$ cat src/rtl/lsu_pkg.sv
// rtl/lsu_pkg.sv - shared funct3 codes, FSM encoding and width constants for the load/store unit
package lsu_pkg;

    localparam logic [2:0] F3_B  = 3'b000;
    localparam logic [2:0] F3_H  = 3'b001;
    localparam logic [2:0] F3_W  = 3'b010;
    localparam logic [2:0] F3_BU = 3'b100;
    localparam logic [2:0] F3_HU = 3'b101;

    localparam int XLEN   = 32;
    localparam int RD_W   = 5;
    localparam int LANES  = 4;

    localparam logic [1:0] ST_IDLE   = 2'd0;
    localparam logic [1:0] ST_ACCESS = 2'd1;
    localparam logic [1:0] ST_WAIT   = 2'd2;
    localparam logic [1:0] ST_RESP   = 2'd3;

    // funct3[1:0] encodes access size for both loads and stores
    function automatic logic [LANES-1:0] lane_mask(input logic [2:0] funct3, input logic [1:0] offset);
        case (funct3[1:0])
            2'b00:   lane_mask = 4'b0001 << offset;
            2'b01:   lane_mask = 4'b0011 << offset;
            default: lane_mask = 4'b1111;
        endcase
    endfunction

endpackage

$ cat src/rtl/lsu_mem_if_if.sv
// rtl/lsu_mem_if_if.sv - request, data-memory and response signals of the load/store unit
interface lsu_mem_if_if;
    import lsu_pkg::*;

    logic            req_valid;
    logic            req_ready;
    logic            req_wr;
    logic [2:0]      req_funct3;
    logic [XLEN-1:0] req_addr;
    logic [XLEN-1:0] req_wdata;
    logic [RD_W-1:0] req_rd;

    logic [XLEN-1:0]  mem_address;
    logic [XLEN-1:0]  mem_datain;
    logic             mem_wen;
    logic             mem_ren;
    logic [LANES-1:0] mem_byte_selector;
    logic [XLEN-1:0]  mem_dataout;

    logic            resp_valid;
    logic [XLEN-1:0] resp_rdata;
    logic [RD_W-1:0] resp_rd;
    logic            resp_err;

    modport master (
        input  req_valid, req_wr, req_funct3, req_addr, req_wdata, req_rd, mem_dataout,
        output req_ready, mem_address, mem_datain, mem_wen, mem_ren, mem_byte_selector,
        output resp_valid, resp_rdata, resp_rd, resp_err
    );

    modport slave (
        output req_valid, req_wr, req_funct3, req_addr, req_wdata, req_rd, mem_dataout,
        input  req_ready, mem_address, mem_datain, mem_wen, mem_ren, mem_byte_selector,
        input  resp_valid, resp_rdata, resp_rd, resp_err
    );

endinterface

$ cat src/rtl/lsu_load_align.sv
// rtl/lsu_load_align.sv - extracts the addressed lane of a memory word and sign/zero-extends it
module lsu_load_align
    import lsu_pkg::*;
(
    input  logic [XLEN-1:0] word,
    input  logic [1:0]      offset,
    input  logic [2:0]      funct3,
    output logic [XLEN-1:0] result
);

    logic [XLEN-1:0] shifted;

    always_comb begin
        shifted = word >> {offset, 3'b000};
        case (funct3)
            F3_B:    result = {{24{shifted[7]}}, shifted[7:0]};
            F3_H:    result = {{16{shifted[15]}}, shifted[15:0]};
            F3_BU:   result = {24'd0, shifted[7:0]};
            F3_HU:   result = {16'd0, shifted[15:0]};
            default: result = shifted;
        endcase
    end

endmodule

$ cat src/rtl/lsu_mem_if.sv
// rtl/lsu_mem_if.sv - single-outstanding load/store unit driving a word-addressed data memory
module lsu_mem_if #(
    parameter int ADDR_WORDS  = 1024,
    parameter int MEM_LATENCY = 1
) (
    input logic          clk,
    input logic          rst_n,
    lsu_mem_if_if.master bus
);
    import lsu_pkg::*;

    localparam logic [XLEN-1:0] WORDS_LIMIT = 32'(ADDR_WORDS);
    localparam logic [1:0]      LAT_INIT    = 2'(MEM_LATENCY);

    logic [1:0]       state_q, state_d;
    logic [1:0]       cnt_q, cnt_d;
    logic             wr_q, wr_d;
    logic [2:0]       f3_q, f3_d;
    logic [1:0]       off_q, off_d;
    logic [RD_W-1:0]  rd_q, rd_d;
    logic [XLEN-1:0]  addr_q, addr_d;
    logic [XLEN-1:0]  datain_q, datain_d;
    logic [LANES-1:0] sel_q, sel_d;
    logic             wen_q, wen_d;
    logic             ren_q, ren_d;
    logic             resp_valid_q, resp_valid_d;
    logic [XLEN-1:0]  resp_rdata_q, resp_rdata_d;
    logic [RD_W-1:0]  resp_rd_q, resp_rd_d;
    logic             resp_err_q, resp_err_d;

    logic             legal, misaligned, out_of_range, req_err;
    logic [XLEN-1:0]  word_idx, store_rep, load_ext;

    lsu_load_align u_align (
        .word   (bus.mem_dataout),
        .offset (off_q),
        .funct3 (f3_q),
        .result (load_ext)
    );

    always_comb begin
        case (bus.req_funct3)
            F3_B, F3_H, F3_W: legal = 1'b1;
            F3_BU, F3_HU:     legal = !bus.req_wr;
            default:          legal = 1'b0;
        endcase
        misaligned   = (bus.req_funct3[1:0] == 2'b01 && bus.req_addr[0]) ||
                       (bus.req_funct3[1:0] == 2'b10 && bus.req_addr[1:0] != 2'b00);
        word_idx     = {2'b00, bus.req_addr[31:2]};
        out_of_range = word_idx >= WORDS_LIMIT;
        req_err      = !legal || misaligned || out_of_range;
        case (bus.req_funct3[1:0])
            2'b00:   store_rep = {4{bus.req_wdata[7:0]}};
            2'b01:   store_rep = {2{bus.req_wdata[15:0]}};
            default: store_rep = bus.req_wdata;
        endcase
    end

    always_comb begin
        state_d      = state_q;
        cnt_d        = cnt_q;
        wr_d         = wr_q;
        f3_d         = f3_q;
        off_d        = off_q;
        rd_d         = rd_q;
        addr_d       = addr_q;
        datain_d     = datain_q;
        sel_d        = sel_q;
        wen_d        = 1'b0;
        ren_d        = 1'b0;
        resp_valid_d = 1'b0;
        resp_rdata_d = '0;
        resp_rd_d    = '0;
        resp_err_d   = 1'b0;
        case (state_q)
            ST_IDLE: begin
                if (bus.req_valid) begin
                    wr_d  = bus.req_wr;
                    f3_d  = bus.req_funct3;
                    off_d = bus.req_addr[1:0];
                    rd_d  = bus.req_rd;
                    // Rejected requests answer immediately and leave the memory bus untouched
                    if (req_err) begin
                        state_d      = ST_RESP;
                        resp_valid_d = 1'b1;
                        resp_err_d   = 1'b1;
                        resp_rd_d    = bus.req_rd;
                    end else begin
                        state_d  = ST_ACCESS;
                        addr_d   = word_idx;
                        sel_d    = lane_mask(bus.req_funct3, bus.req_addr[1:0]);
                        datain_d = bus.req_wr ? store_rep : '0;
                        wen_d    = bus.req_wr;
                        ren_d    = !bus.req_wr;
                    end
                end
            end
            ST_ACCESS: begin
                state_d = ST_WAIT;
                cnt_d   = LAT_INIT;
            end
            ST_WAIT: begin
                if (cnt_q == 2'd0) begin
                    state_d      = ST_RESP;
                    resp_valid_d = 1'b1;
                    resp_rd_d    = rd_q;
                    resp_rdata_d = wr_q ? '0 : load_ext;
                end else begin
                    cnt_d = cnt_q - 2'd1;
                end
            end
            default: state_d = ST_IDLE;
        endcase
    end

    always_ff @(posedge clk or negedge rst_n) begin
        if (!rst_n) begin
            state_q      <= ST_IDLE;
            cnt_q        <= '0;
            wr_q         <= 1'b0;
            f3_q         <= '0;
            off_q        <= '0;
            rd_q         <= '0;
            addr_q       <= '0;
            datain_q     <= '0;
            sel_q        <= '0;
            wen_q        <= 1'b0;
            ren_q        <= 1'b0;
            resp_valid_q <= 1'b0;
            resp_rdata_q <= '0;
            resp_rd_q    <= '0;
            resp_err_q   <= 1'b0;
        end else begin
            state_q      <= state_d;
            cnt_q        <= cnt_d;
            wr_q         <= wr_d;
            f3_q         <= f3_d;
            off_q        <= off_d;
            rd_q         <= rd_d;
            addr_q       <= addr_d;
            datain_q     <= datain_d;
            sel_q        <= sel_d;
            wen_q        <= wen_d;
            ren_q        <= ren_d;
            resp_valid_q <= resp_valid_d;
            resp_rdata_q <= resp_rdata_d;
            resp_rd_q    <= resp_rd_d;
            resp_err_q   <= resp_err_d;
        end
    end

    assign bus.req_ready         = (state_q == ST_IDLE);
    assign bus.mem_address       = addr_q;
    assign bus.mem_datain        = datain_q;
    assign bus.mem_wen           = wen_q;
    assign bus.mem_ren           = ren_q;
    assign bus.mem_byte_selector = sel_q;
    assign bus.resp_valid        = resp_valid_q;
    assign bus.resp_rdata        = resp_rdata_q;
    assign bus.resp_rd           = resp_rd_q;
    assign bus.resp_err          = resp_err_q;

endmodule

$ cat src/flat_wrapper.sv
// flat-port wrapper written by rule: the top's interface ports become plain ports
module lsu_mem_if_flat import lsu_pkg::*;
#(
    parameter int ADDR_WORDS  = 1024,
    parameter int MEM_LATENCY = 1
)
  (clk, rst_n, bus_req_valid, bus_req_wr, bus_req_funct3, bus_req_addr, bus_req_wdata, bus_req_rd, bus_mem_dataout, bus_req_ready, bus_mem_address, bus_mem_datain, bus_mem_wen, bus_mem_ren, bus_mem_byte_selector, bus_resp_valid, bus_resp_rdata, bus_resp_rd, bus_resp_err);
  lsu_mem_if_if bus_i ();
  input logic clk;
  input logic rst_n;
  input wire logic [$bits(bus_i.req_valid)-1:0] bus_req_valid;
  input wire logic [$bits(bus_i.req_wr)-1:0] bus_req_wr;
  input wire logic [$bits(bus_i.req_funct3)-1:0] bus_req_funct3;
  input wire logic [$bits(bus_i.req_addr)-1:0] bus_req_addr;
  input wire logic [$bits(bus_i.req_wdata)-1:0] bus_req_wdata;
  input wire logic [$bits(bus_i.req_rd)-1:0] bus_req_rd;
  input wire logic [$bits(bus_i.mem_dataout)-1:0] bus_mem_dataout;
  output wire logic [$bits(bus_i.req_ready)-1:0] bus_req_ready;
  output wire logic [$bits(bus_i.mem_address)-1:0] bus_mem_address;
  output wire logic [$bits(bus_i.mem_datain)-1:0] bus_mem_datain;
  output wire logic [$bits(bus_i.mem_wen)-1:0] bus_mem_wen;
  output wire logic [$bits(bus_i.mem_ren)-1:0] bus_mem_ren;
  output wire logic [$bits(bus_i.mem_byte_selector)-1:0] bus_mem_byte_selector;
  output wire logic [$bits(bus_i.resp_valid)-1:0] bus_resp_valid;
  output wire logic [$bits(bus_i.resp_rdata)-1:0] bus_resp_rdata;
  output wire logic [$bits(bus_i.resp_rd)-1:0] bus_resp_rd;
  output wire logic [$bits(bus_i.resp_err)-1:0] bus_resp_err;
  assign bus_i.req_valid = bus_req_valid;
  assign bus_i.req_wr = bus_req_wr;
  assign bus_i.req_funct3 = bus_req_funct3;
  assign bus_i.req_addr = bus_req_addr;
  assign bus_i.req_wdata = bus_req_wdata;
  assign bus_i.req_rd = bus_req_rd;
  assign bus_i.mem_dataout = bus_mem_dataout;
  assign bus_req_ready = bus_i.req_ready;
  assign bus_mem_address = bus_i.mem_address;
  assign bus_mem_datain = bus_i.mem_datain;
  assign bus_mem_wen = bus_i.mem_wen;
  assign bus_mem_ren = bus_i.mem_ren;
  assign bus_mem_byte_selector = bus_i.mem_byte_selector;
  assign bus_resp_valid = bus_i.resp_valid;
  assign bus_resp_rdata = bus_i.resp_rdata;
  assign bus_resp_rd = bus_i.resp_rd;
  assign bus_resp_err = bus_i.resp_err;
  lsu_mem_if #(.ADDR_WORDS(ADDR_WORDS), .MEM_LATENCY(MEM_LATENCY)) u_core (.clk(clk), .rst_n(rst_n), .bus(bus_i));
endmodule
$ cat config.mk
export PLATFORM = sky130hd
export DESIGN_NAME = lsu_mem_if_flat
export DESIGN_NICKNAME = d
export VERILOG_FILES = /design/src/rtl/lsu_pkg.sv /design/src/rtl/lsu_mem_if_if.sv /design/src/rtl/lsu_load_align.sv /design/src/rtl/lsu_mem_if.sv /design/src/flat_wrapper.sv
export SDC_FILE = /design/constraint.sdc
export NUM_CORES = 1
export LEC_CHECK = 0
export CAP_MARGIN = 20
export CORE_MARGIN = 3
export CORE_UTILIZATION = 40
export CTS_BUF_LIST = sky130_fd_sc_hd__clkbuf_4
export CTS_CLUSTER_SIZE = 14
export DETAILED_ROUTE_END_ITERATION = 16
export PLACE_DENSITY = 0.86
export SYNTH_ARGS = -nofsm -noshare
export SYNTH_HDL_FRONTEND = slang
export SYNTH_SLANG_ARGS = --single-unit
export TNS_END_PERCENT = 50
$ cat constraint.sdc
create_clock -name clk -period 5.4 [get_ports clk]
set_input_delay 0.54 -clock clk [delete_from_list [all_inputs] [get_ports clk]]
set_output_delay 0.54 -clock clk [all_outputs]
set_load 0.02 [all_outputs]
==> run summary, run 1 <==
Startpoint Class -> input pin
CP endpoint -> u_core.bus.mem_address[4]$_DFFE_PN0P_
Reg area -> 0.00305 sq mm
Crit path depth -> 6
Total congestion overflow -> 0
Async SR Flop Fraction -> 1.00
Post-synthesis mux area share -> 0.159
Dpl hpwl -> 11.8 mm
Critical setup path kind -> in2reg
Pleak -> 3.80 nW
CTS resizes -> 0
CTS sink count -> 122
Avg Cell Area, Syn -> 10.9 sq um
Period utilization -> 0.597
Die Area -> 0.0154 sq mm
Max clock buf depth -> 2
Drt wl/cell -> 17.4 um
Pre-CTS setup slack -> 1.65 ns
Setup_tns -> 0 ns
FP Rows -> 42
Area Growth Syn to Fin -> 47.0%
Initial antenna violation count -> 0
Vias post-DR -> 4582
Critical path's largest stage delay -> 0.92 ns
Final setup violation count -> 0
Max-slew violation count -> 0
Worst hold slack -> 0.0944 ns
Post-synth EDFFs -> 0
Final cell count without fillers -> 903
Total CTS buffers -> 17
R2R depth -> 6
Synth top area cells -> dfrtp_1 55%, mux2i_1 9.2%, mux2_2 6.3%, nand2_1 5.0%, nor2b_1 4.2%
Hold_buf cts -> 0
Compound-Gate Fraction of Synth Area -> 0.104
Cell area after layout -> 0.00817 sq mm
Buf/Inv on CP -> 2
Later-pin clock latency in the skew report -> 0.52 ns
Critical R2R Capture -> u_core.bus.mem_address[4]$_DFFE_PN0P_
Initial Utilization -> 0.415
Cell area power density -> 312 mW/mm^2
Clock Tree Root -> clkbuf_4
Drt via density -> 5.07
Share of layout cells above drive strength 1 -> 0.106
Clock Skew -> 0.0104 ns
CTS tree -> done
Share of the synthesized area in the top cell type -> 0.549
Largest family of logic cells by synthesized area -> multiplexers
First-pass GRT wire length -> 24.2 mm
Number of global-route vias before repair -> 4680
First DRT Iteration DRCs -> 276
Crit path time final -> 3.23 ns
Filler Cells Inserted -> 1099
Main synth FF type -> dfrtp_1
Actual slew at the worst max-slew pin -> 0.981 ns
Fmax -> 310 MHz
Final Hold Vio Count -> 0
Synth top cells by count -> 122 x dfrtp_1, 74 x nand2_1, 51 x mux2i_1
Synth cell types -> 41
Final WS setup -> 2.17 ns
DRC viols -> 0
Simple-Gate Fraction of Synth Area -> 0.133
Count leader, synth -> dfrtp_1
Pwr Total -> 2.55 mW
Boundary pin count -> 218
DP Cell Count -> 870
RSZ-0062 raised after global routing -> no
Post-synth top area cell -> dfrtp_1
Post-synthesis sequential area ratio -> 0.549
Post-Synth Adder-Cell Area -> 0.00900
H-tree depth -> 4
Core area -> 0.0134 sq mm
Die Wd -> 124 um
YS warnings -> 0
Synthesized flop and latch total -> 122
ANT nets after route -> 0
Tightest Hold Check Type -> in2async
Crit path max-delay cell type -> clkdlybuf4s50_1
Cell family with most CP delay -> buffers and inverters
Critical Path Start -> bus_req_funct3[0]
Relative slew margins -> 0.344
Max-Cap Viols -> 0
Gr usage total -> 0.207
CP Max Fanout -> 53
Pin count of the biggest net entering global routing -> 65
Final wirelength -> 15.7 mm
Worst vdd ir -> 0.127 mV
Port Buffers -> 215
Placed Area -> 0.00783 sq mm
Multi-input logic area -> 0.00227 sq mm
Clock transition at path regs -> 0.10 ns
Die Y -> 124 um
Nets -> 825
Status -> finished clean
GP Congestion -> 0.847
DR pass1 iterations -> 4
Cells after Synth -> 509
Worst path cell trace -> clkdlybuf4s50_1, o41ai_1, nand4_1, nor3_4, buf_12, mux2_2
XOR/XNOR share of the synthesized area -> 0
Reg2reg setup slack -> 2.69 ns
Worst EP required -> 5.80 ns
Worst R2R Start -> u_core.state_q[0]$_DFFE_PN0P_
Critical Path End Type -> flip-flop
Post-Syn Area -> 0.00556 sq mm
Worst Path Arrival -> 3.62 ns
Final core utilization -> 0.610
Post-CTS Setup Inserts -> 0
-- power by group --
group | switching (mW) | internal [mW] | total, mW
combinational | 0.392 | 0.339 | 0.731
sequential | 0.0711 | 1.00 | 1.07
clock | 0.331 | 0.413 | 0.744
total | 0.794 | 1.75 | 2.55
-- layer usage --
metal | routed length (um) | vias to the layer above | track usage
li1 | - | 2144 | -
met1 | 6390 | 2212 | 0.250
met2 | 7920 | 193 | 0.343
met3 | 979 | 33 | 0.0586
met4 | 394 | 0 | 0.0924
met5 | 0 | - | 0
-- cell type report --
class | instances | area share
Antenna cell | 1 | 0.000306
Clock buffer | 18 | 0.0165
Clock inverter | 14 | 0.0248
Inverter | 23 | 0.0106
Multi-Input combinational cell | 328 | 0.277
Sequential cell | 122 | 0.374
Tap cell | 176 | 0.0269
Timing Repair Buffer | 221 | 0.270
-- cells in the final DEF (no fill, tap or decap), drive strengths merged, types with 14 or more instances in the layout --
cell | Yosys | final
mux2i | 51 | 51
dfrtp | 122 | 122
mux2 | 31 | 31
nand2 | 74 | 74
a211oi | 14 | 14
clkbuf | 21 | 18
nor2b | 37 | 37
o21ai | 31 | 31
inv | 23 | 23
clkdlybuf4s50 | 0 | 214
-- how the worst min path moves through the flow --
stage	startpoint	endpoint	slack [ns]	cells past startpoint
2_1_floorplan	rst_n	u_core.bus.mem_address[0]$_DFFE_PN0P_	0.24	0
3_3_place_gp	u_core.rd_q[2]$_DFFE_PN0P_	u_core.rd_q[2]$_DFFE_PN0P_	0.46	2
3_5_place_dp	u_core.off_q[0]$_DFFE_PN0P_	u_core.off_q[0]$_DFFE_PN0P_	0.47	2
4_1_cts	rst_n	u_core.state_q[1]$_DFFE_PN0P_	0.06	1
5_1_grt	rst_n	u_core.bus.resp_rdata[5]$_DFF_PN0_	0.08	1
6_report	rst_n	u_core.bus.resp_rdata[5]$_DFF_PN0_	0.09	1
-- state kept, by name (all words and copies together), names as in the netlist --
register                      cells
u_core.bus.mem_address           30
u_core.bus.resp_valid             1
u_core.f3_q                       3
u_core.rd_q                       5
u_core.off_q                      2
u_core.bus.resp_err               1
u_core.cnt_q                      2
u_core.bus.mem_ren                1
u_core.wr_q                       1
u_core.bus.mem_wen                1
u_core.bus.resp_rdata            32
u_core.state_q                    2
u_core.bus.mem_byte_selector      4
u_core.bus.resp_rd                5
u_core.bus.mem_datain            32
-- logic make-up after synthesis --
group | Yosys count
AO/OA/AOI/OAI | 89
adder cells (fa/ha/maj) | 4
flip-flops | 122
AND/OR/NAND/NOR | 150
buffers and inverters | 60
multiplexers | 83
other | 1
(Power assumes the default switching activity.)
==> run 2: changes to the inputs <==
--- a/config.mk
+++ b/config.mk
@@ -11,7 +11,7 @@
 export CTS_BUF_LIST = sky130_fd_sc_hd__clkbuf_4
 export CTS_CLUSTER_SIZE = 14
 export DETAILED_ROUTE_END_ITERATION = 16
-export PLACE_DENSITY = 0.86
+export PLACE_DENSITY = 0.89
 export SYNTH_ARGS = -nofsm -noshare
 export SYNTH_HDL_FRONTEND = slang
 export SYNTH_SLANG_ARGS = --single-unit
==> constraint.sdc (replaced) <==
create_clock -name clk -period 2.8 [get_ports clk]
set_input_delay 0.28 -clock clk [delete_from_list [all_inputs] [get_ports clk]]
set_output_delay 0.28 -clock clk [all_outputs]
set_load 0.02 [all_outputs]
==> run summary, run 2 (synthesis gave the netlist of run 1 again) <==
Clock transition at path regs -> 0.11 ns (about the same)
Max-Cap Viols -> 0 (unchanged)
Worst Path Arrival -> 1.94 ns (-1.68 ns)
P_int -> 3.34 mW (+90%)
Filler Cells Inserted -> 1092 (-0.64%)
Pin count of the biggest net entering global routing -> 60 (-7.7%)
Crit path time final -> 2.22 ns
P_sw -> 1.52 mW (+91%)
Final core utilization -> 0.613 (+0.00345)
Commonest non-fill, non-tap cells in the layout -> 214 x clkdlybuf4s50_1, 122 x dfrtp_1, 74 x nand2_1
FP Rows -> 42 (unchanged)
Drt via density -> 5.03 (-0.86%)
Clock Skew -> 0.0204 ns (+0.0101 ns)
First DRT Iteration DRCs -> 324 (+17%)
Critical path's largest stage delay -> 0.65 ns (-0.27 ns)
Worst EP required -> 2.52 ns (-3.28 ns)
Multi-input logic area -> 0.00227 sq mm (unchanged)
R2R depth -> 4 (-2)
Share of layout cells above drive strength 1 -> 0.113 (+0.00702)
Drt wl/cell -> 17.2 um (-0.83%)
Sw Share -> 0.313 (+0.00126)
Relative slew margins -> 0.559 (+0.215)
Worst R2R Start -> u_core.off_q[0]$_DFFE_PN0P_
Crit path max-delay cell type -> clkdlybuf4s50_1
Most common cell after layout, fill and taps aside -> clkdlybuf4s50_1
Worst vdd ir -> 0.300 mV (+140%)
Core area -> 0.0134 sq mm (unchanged)
Actual slew at the worst max-slew pin -> 0.661 ns (-0.320 ns)
Later-pin clock latency in the skew report -> 0.52 ns (about the same)
Total CTS buffers -> 17 (unchanged)
Cell area power density -> 591 mW/mm^2 (+90%)
Critical Path End Type -> primary output
Final setup violation count -> 0 (unchanged)
Total congestion overflow -> 0 (unchanged)
ANT nets after route -> 0 (unchanged)
Max-slew violation count -> 0 (unchanged)
Comb pwr share -> 0.301 (+0.014)
Critical setup path kind -> reg2out
Boundary pin count -> 218 (unchanged)
Vias post-DR -> 4583 (+0.022%)
GP Congestion -> 0.871 (+2.8%)
CTS sink count -> 122 (unchanged)
First-pass GRT wire length -> 24.7 mm (+2.3%)
Buf/Inv on CP -> 2 (unchanged)
Initial Utilization -> 0.415 (unchanged)
Initial antenna violation count -> 1 (+1)
Period utilization -> 0.791
RSZ-0062 raised after global routing -> no
Gr usage total -> 0.212 (+0.00531)
Max clock buf depth -> 2 (unchanged)
Critical R2R Capture -> u_core.bus.resp_rdata[18]$_DFF_PN0_
Seq pwr share -> 0.421 (about the same)
Nets -> 833 (+0.97%)
Number of global-route vias before repair -> 4895 (+4.6%)
CTS tree -> done
Dpl hpwl -> 12.0 mm (+1.5%)
Tightest Hold Check Type -> in2async
Status -> finished clean
DP Cell Count -> 877 (+0.80%)
Final wirelength -> 15.7 mm (about the same)
DRC viols -> 0 (unchanged)
Final Hold Vio Count -> 0 (unchanged)
DR pass1 iterations -> 4 (unchanged)
Clock Tree Root -> clkbuf_4
Port Buffers -> 215 (unchanged)
Final cell count without fillers -> 911 (+0.89%)
Reg2reg setup slack -> 0.61 ns (-2.08 ns)
Reg area -> 0.00305 sq mm (unchanged)
Pleak -> 3.85 nW (+1.3%)
Part of the power in the clock network -> 0.278 (-0.014)
Fmax -> 451 MHz
CP Max Fanout -> 6 (-89%)
Die Wd -> 124 um (unchanged)
Startpoint Class -> flip-flop
Cell family with most CP delay -> buffers and inverters
H-tree depth -> 4 (unchanged)
Area Growth Syn to Fin -> 47.8%
Die Area -> 0.0154 sq mm (unchanged)
Setup_tns -> 0 ns (unchanged)
Die Y -> 124 um (unchanged)
Worst path cell trace -> inv_1, ha_1, clkdlybuf4s50_1
-- run 2: cell types whose count changed in the layout (fill, tap and decap cells not counted) --
cell / delta
buf_4: +6
dlygate4sd3_1: +1
buf_12: +1
clkbuf_4: +3
bufinv_16: -1
clkinv_1: +1
clkinvlp_4: -4
clkinv_2: +1
-- run 2: stage by stage --
step                hold slack [ns]  area, sq um  power [mW]  setup WS [ns]
floorplan                   -0.0156         5570        2.96          0.825
global placement              0.298         7900        3.46          0.446
detailed placement            0.303         7900        3.53          0.373
CTS                           0.240         8220        4.90          0.505
global route                  0.278         8220        5.15          0.423
finish                        0.287         8220        4.86          0.584
-- run 2: layer usage --
metal / routed length, um / part of all wire / GRT usage / up-vias
met5: 0 / 0 / 0 / -
met4: 401 / 0.026 / 0.0972 / 0
met3: 1050 / 0.067 / 0.0540 / 32
met2: 7930 / 0.51 / 0.348 / 206
met1: 6310 / 0.40 / 0.263 / 2182
li1: - / - / - / 2163
-- run 2: area by class of cell --
| type | count | share of cell area |
|---|---|---|
| diodes | 1 | 0.000304 |
| clock buffers | 21 | 0.0192 |
| clock inverters | 11 | 0.0184 |
| inverters | 23 | 0.0105 |
| multi-input cells | 328 | 0.276 |
| flip-flops and latches | 122 | 0.371 |
| well taps | 176 | 0.0268 |
| repair buffers | 229 | 0.278 |
-- run 2: repair_timing --
action	4_1_cts	5_1_grt
hold buffers	1	0
setup buffers	0	0
endpoints found under the hold margin	39	0
resized for setup	0	0
-- run 2: worst max path at each step --
stage | from | end | depth (start not counted)
2_1_floorplan | u_core.state_q[0]$_DFFE_PN0P_ | u_core.bus.resp_rdata[24]$_DFF_PN0_ | 7
5_1_grt | u_core.state_q[0]$_DFFE_PN0P_ | bus_req_ready | 3
4_1_cts | u_core.state_q[0]$_DFFE_PN0P_ | bus_req_ready | 3
6_report | u_core.state_q[0]$_DFFE_PN0P_ | bus_req_ready | 3
3_5_place_dp | bus_req_funct3[2] | u_core.bus.mem_address[3]$_DFFE_PN0P_ | 6
3_3_place_gp | bus_req_funct3[1] | u_core.bus.mem_address[1]$_DFFE_PN0P_ | 5
-- run 2: power by group through the flow --
stage | sequential [mW] | clock, mW | combinational, mW
detailed placement | 2.08 | 0 | 1.45
global route | 2.07 | 1.48 | 1.60
global placement | 2.07 | 0 | 1.39
CTS | 2.05 | 1.40 | 1.45
floorplan | 2.13 | 0 | 0.829
finish | 2.05 | 1.35 | 1.46
==> run 3: changes to the inputs <==
--- a/config.mk
+++ b/config.mk
@@ -11,7 +11,7 @@
 export CTS_BUF_LIST = sky130_fd_sc_hd__clkbuf_4
 export CTS_CLUSTER_SIZE = 14
 export DETAILED_ROUTE_END_ITERATION = 16
-export PLACE_DENSITY = 0.89
+export PLACE_DENSITY = 0.86
 export SYNTH_ARGS = -nofsm -noshare
 export SYNTH_HDL_FRONTEND = slang
 export SYNTH_SLANG_ARGS = --single-unit
==> constraint.sdc (replaced) <==
create_clock -name clk -period 2.3 [get_ports clk]
set_input_delay 0.23 -clock clk [delete_from_list [all_inputs] [get_ports clk]]
set_output_delay 0.23 -clock clk [all_outputs]
set_load 0.02 [all_outputs]
==> run summary, run 3 (synthesis gave the netlist of run 1 again) <==
Later-pin clock latency in the skew report -> 0.51 ns (about the same)
Final core utilization -> 0.621 (+0.00747)
Core area -> 0.0134 sq mm (unchanged)
Cell area power density -> 718 mW/mm^2 (+22%)
Post-CTS Setup Inserts -> 0 (unchanged)
Initial antenna violation count -> 1 (unchanged)
ANT nets after route -> 0 (unchanged)
Nets -> 842 (+1.1%)
Placed Area -> 0.00798 sq mm (+1.0%)
Boundary pin count -> 218 (unchanged)
Vias post-DR -> 4634 (+1.1%)
DR pass1 iterations -> 5 (+1)
CTS tree -> done
Tightest Hold Check Type -> in2async
Final wirelength -> 15.8 mm (+0.47%)
FP Rows -> 42 (unchanged)
Startpoint Class -> flip-flop
Worst vdd ir -> 0.293 mV (-2.3%)
DP Cell Count -> 886 (+1.0%)
Final cell count without fillers -> 920 (+0.99%)
Max clock buf depth -> 2 (unchanged)
Fmax -> 487 MHz
Final WS setup -> 0.247 ns (-0.337 ns)
Die Area -> 0.0154 sq mm (unchanged)
First-pass GRT wire length -> 24.5 mm (-1.0%)
Gr usage total -> 0.209 (-0.00314)
Pin count of the biggest net entering global routing -> 61 (+1.7%)
RSZ-0062 raised after global routing -> no
First DRT Iteration DRCs -> 250 (-23%)
Cell area after layout -> 0.00832 sq mm (+1.2%)
CTS sink count -> 122 (unchanged)
DRC viols -> 0 (unchanged)
CP Max Fanout -> 8 (+2)
Clock Skew -> 0.0172 ns (-0.00326 ns)
Total congestion overflow -> 0 (unchanged)
Drt wl/cell -> 17.1 um (-0.51%)
Area Growth Syn to Fin -> 49.6%
Status -> finished clean
Most common cell after layout, fill and taps aside -> clkdlybuf4s50_1
Clock Tree Root -> clkbuf_4
GP Congestion -> 0.899 (+3.2%)
Pwr Total -> 5.97 mW (+23%)
Dpl hpwl -> 12.2 mm (+2.0%)
Clock transition at path regs -> 0.12 ns (about the same)
Final Hold Vio Count -> 0 (unchanged)
Period utilization -> 0.893
Crit path time final -> 2.05 ns
Worst EP required -> 2.71 ns (+0.19 ns)
Worst R2R Start -> u_core.off_q[0]$_DFFE_PN0P_
Share of layout cells above drive strength 1 -> 0.125 (+0.0121)
Port Buffers -> 215 (unchanged)
Worst hold slack -> 0.183 ns (-0.104 ns)
H-tree depth -> 4 (unchanged)
Initial Utilization -> 0.415 (unchanged)
Die Y -> 124 um (unchanged)
Final setup violation count -> 0 (unchanged)
Max-slew violation count -> 0 (unchanged)
Drt via density -> 5.04 (+0.12%)
Pleak -> 3.90 nW (+1.3%)
Relative slew margins -> 0.570 (+0.0101)
Actual slew at the worst max-slew pin -> 0.646 ns (-0.0152 ns)
Max-Cap Viols -> 0 (unchanged)
Critical Path Start -> u_core.off_q[0]$_DFFE_PN0P_
Number of global-route vias before repair -> 4713 (-3.7%)
Total CTS buffers -> 17 (unchanged)
Commonest non-fill, non-tap cells in the layout -> 213 x clkdlybuf4s50_1, 122 x dfrtp_1, 74 x nand2_1
Die Wd -> 124 um (unchanged)
Pre-CTS setup slack -> -0.0627 ns (-0.435 ns)
Setup_tns -> 0 ns (unchanged)
Worst Path Arrival -> 2.47 ns (+0.53 ns)
Critical Path End Type -> flip-flop
Critical setup path kind -> reg2reg
==> run 3: worst paths after layout <==
kind / to / slack (ns) / depth (start not counted)
max in group asynchronous: u_core.bus.mem_datain[9]$_DFFE_PN0P_ / 1.31 / 3
worst max register to register: u_core.bus.resp_rdata[18]$_DFF_PN0_ / 0.25 / 4
worst min-delay path: u_core.bus.resp_rdata[6]$_DFF_PN0_ / 0.18 / 2
worst max-delay path: u_core.bus.resp_rdata[18]$_DFF_PN0_ / 0.25 / 4
min in group clk: u_core.rd_q[4]$_DFFE_PN0P_ / 0.30 / 3
worst min register to register: u_core.wr_q$_DFFE_PN0P_ / 0.49 / 2
==> run 3: timing repair <==
item / CTS / global route
endpoints found under the setup margin: 0 / 1
hold endpoints to repair: 29 / 0
gates resized for setup: 0 / 1
hold buffers: 1 / 0
==> run 3: metal layers <==
metal | vias to the layer above | part of all wire | track usage
li1 | 2178 | - | -
met1 | 2252 | 0.41 | 0.268
met2 | 183 | 0.51 | 0.344
met3 | 21 | 0.065 | 0.0500
met4 | 0 | 0.019 | 0.0773
met5 | - | 0 | 0
==> run 3: power breakdown <==
part	internal [mW]	switching [mW]	leakage, nW
clock network	0.864	0.832	0.164
registers	2.35	0.126	1.59
logic	0.835	0.966	2.14
total	4.05	1.92	3.90
==> run 3: worst max-delay path, cell delays in order (launching register included) <==
cell     delay [ns]
dfrtp_1        0.49
mux2i_1        0.18
mux4_2         0.50
or4_1          0.64
o21ai_0        0.16
==> run 3: cell type report <==
type,count,area (sq um)
antenna,1,2.50
sequential,122,3050
inverter,23,86.3
timing repair buffer,238,2360
multi-input combinational,328,2270
clock buffer,17,128
clock inverter,15,199
tap,176,220
fill,1071,5080
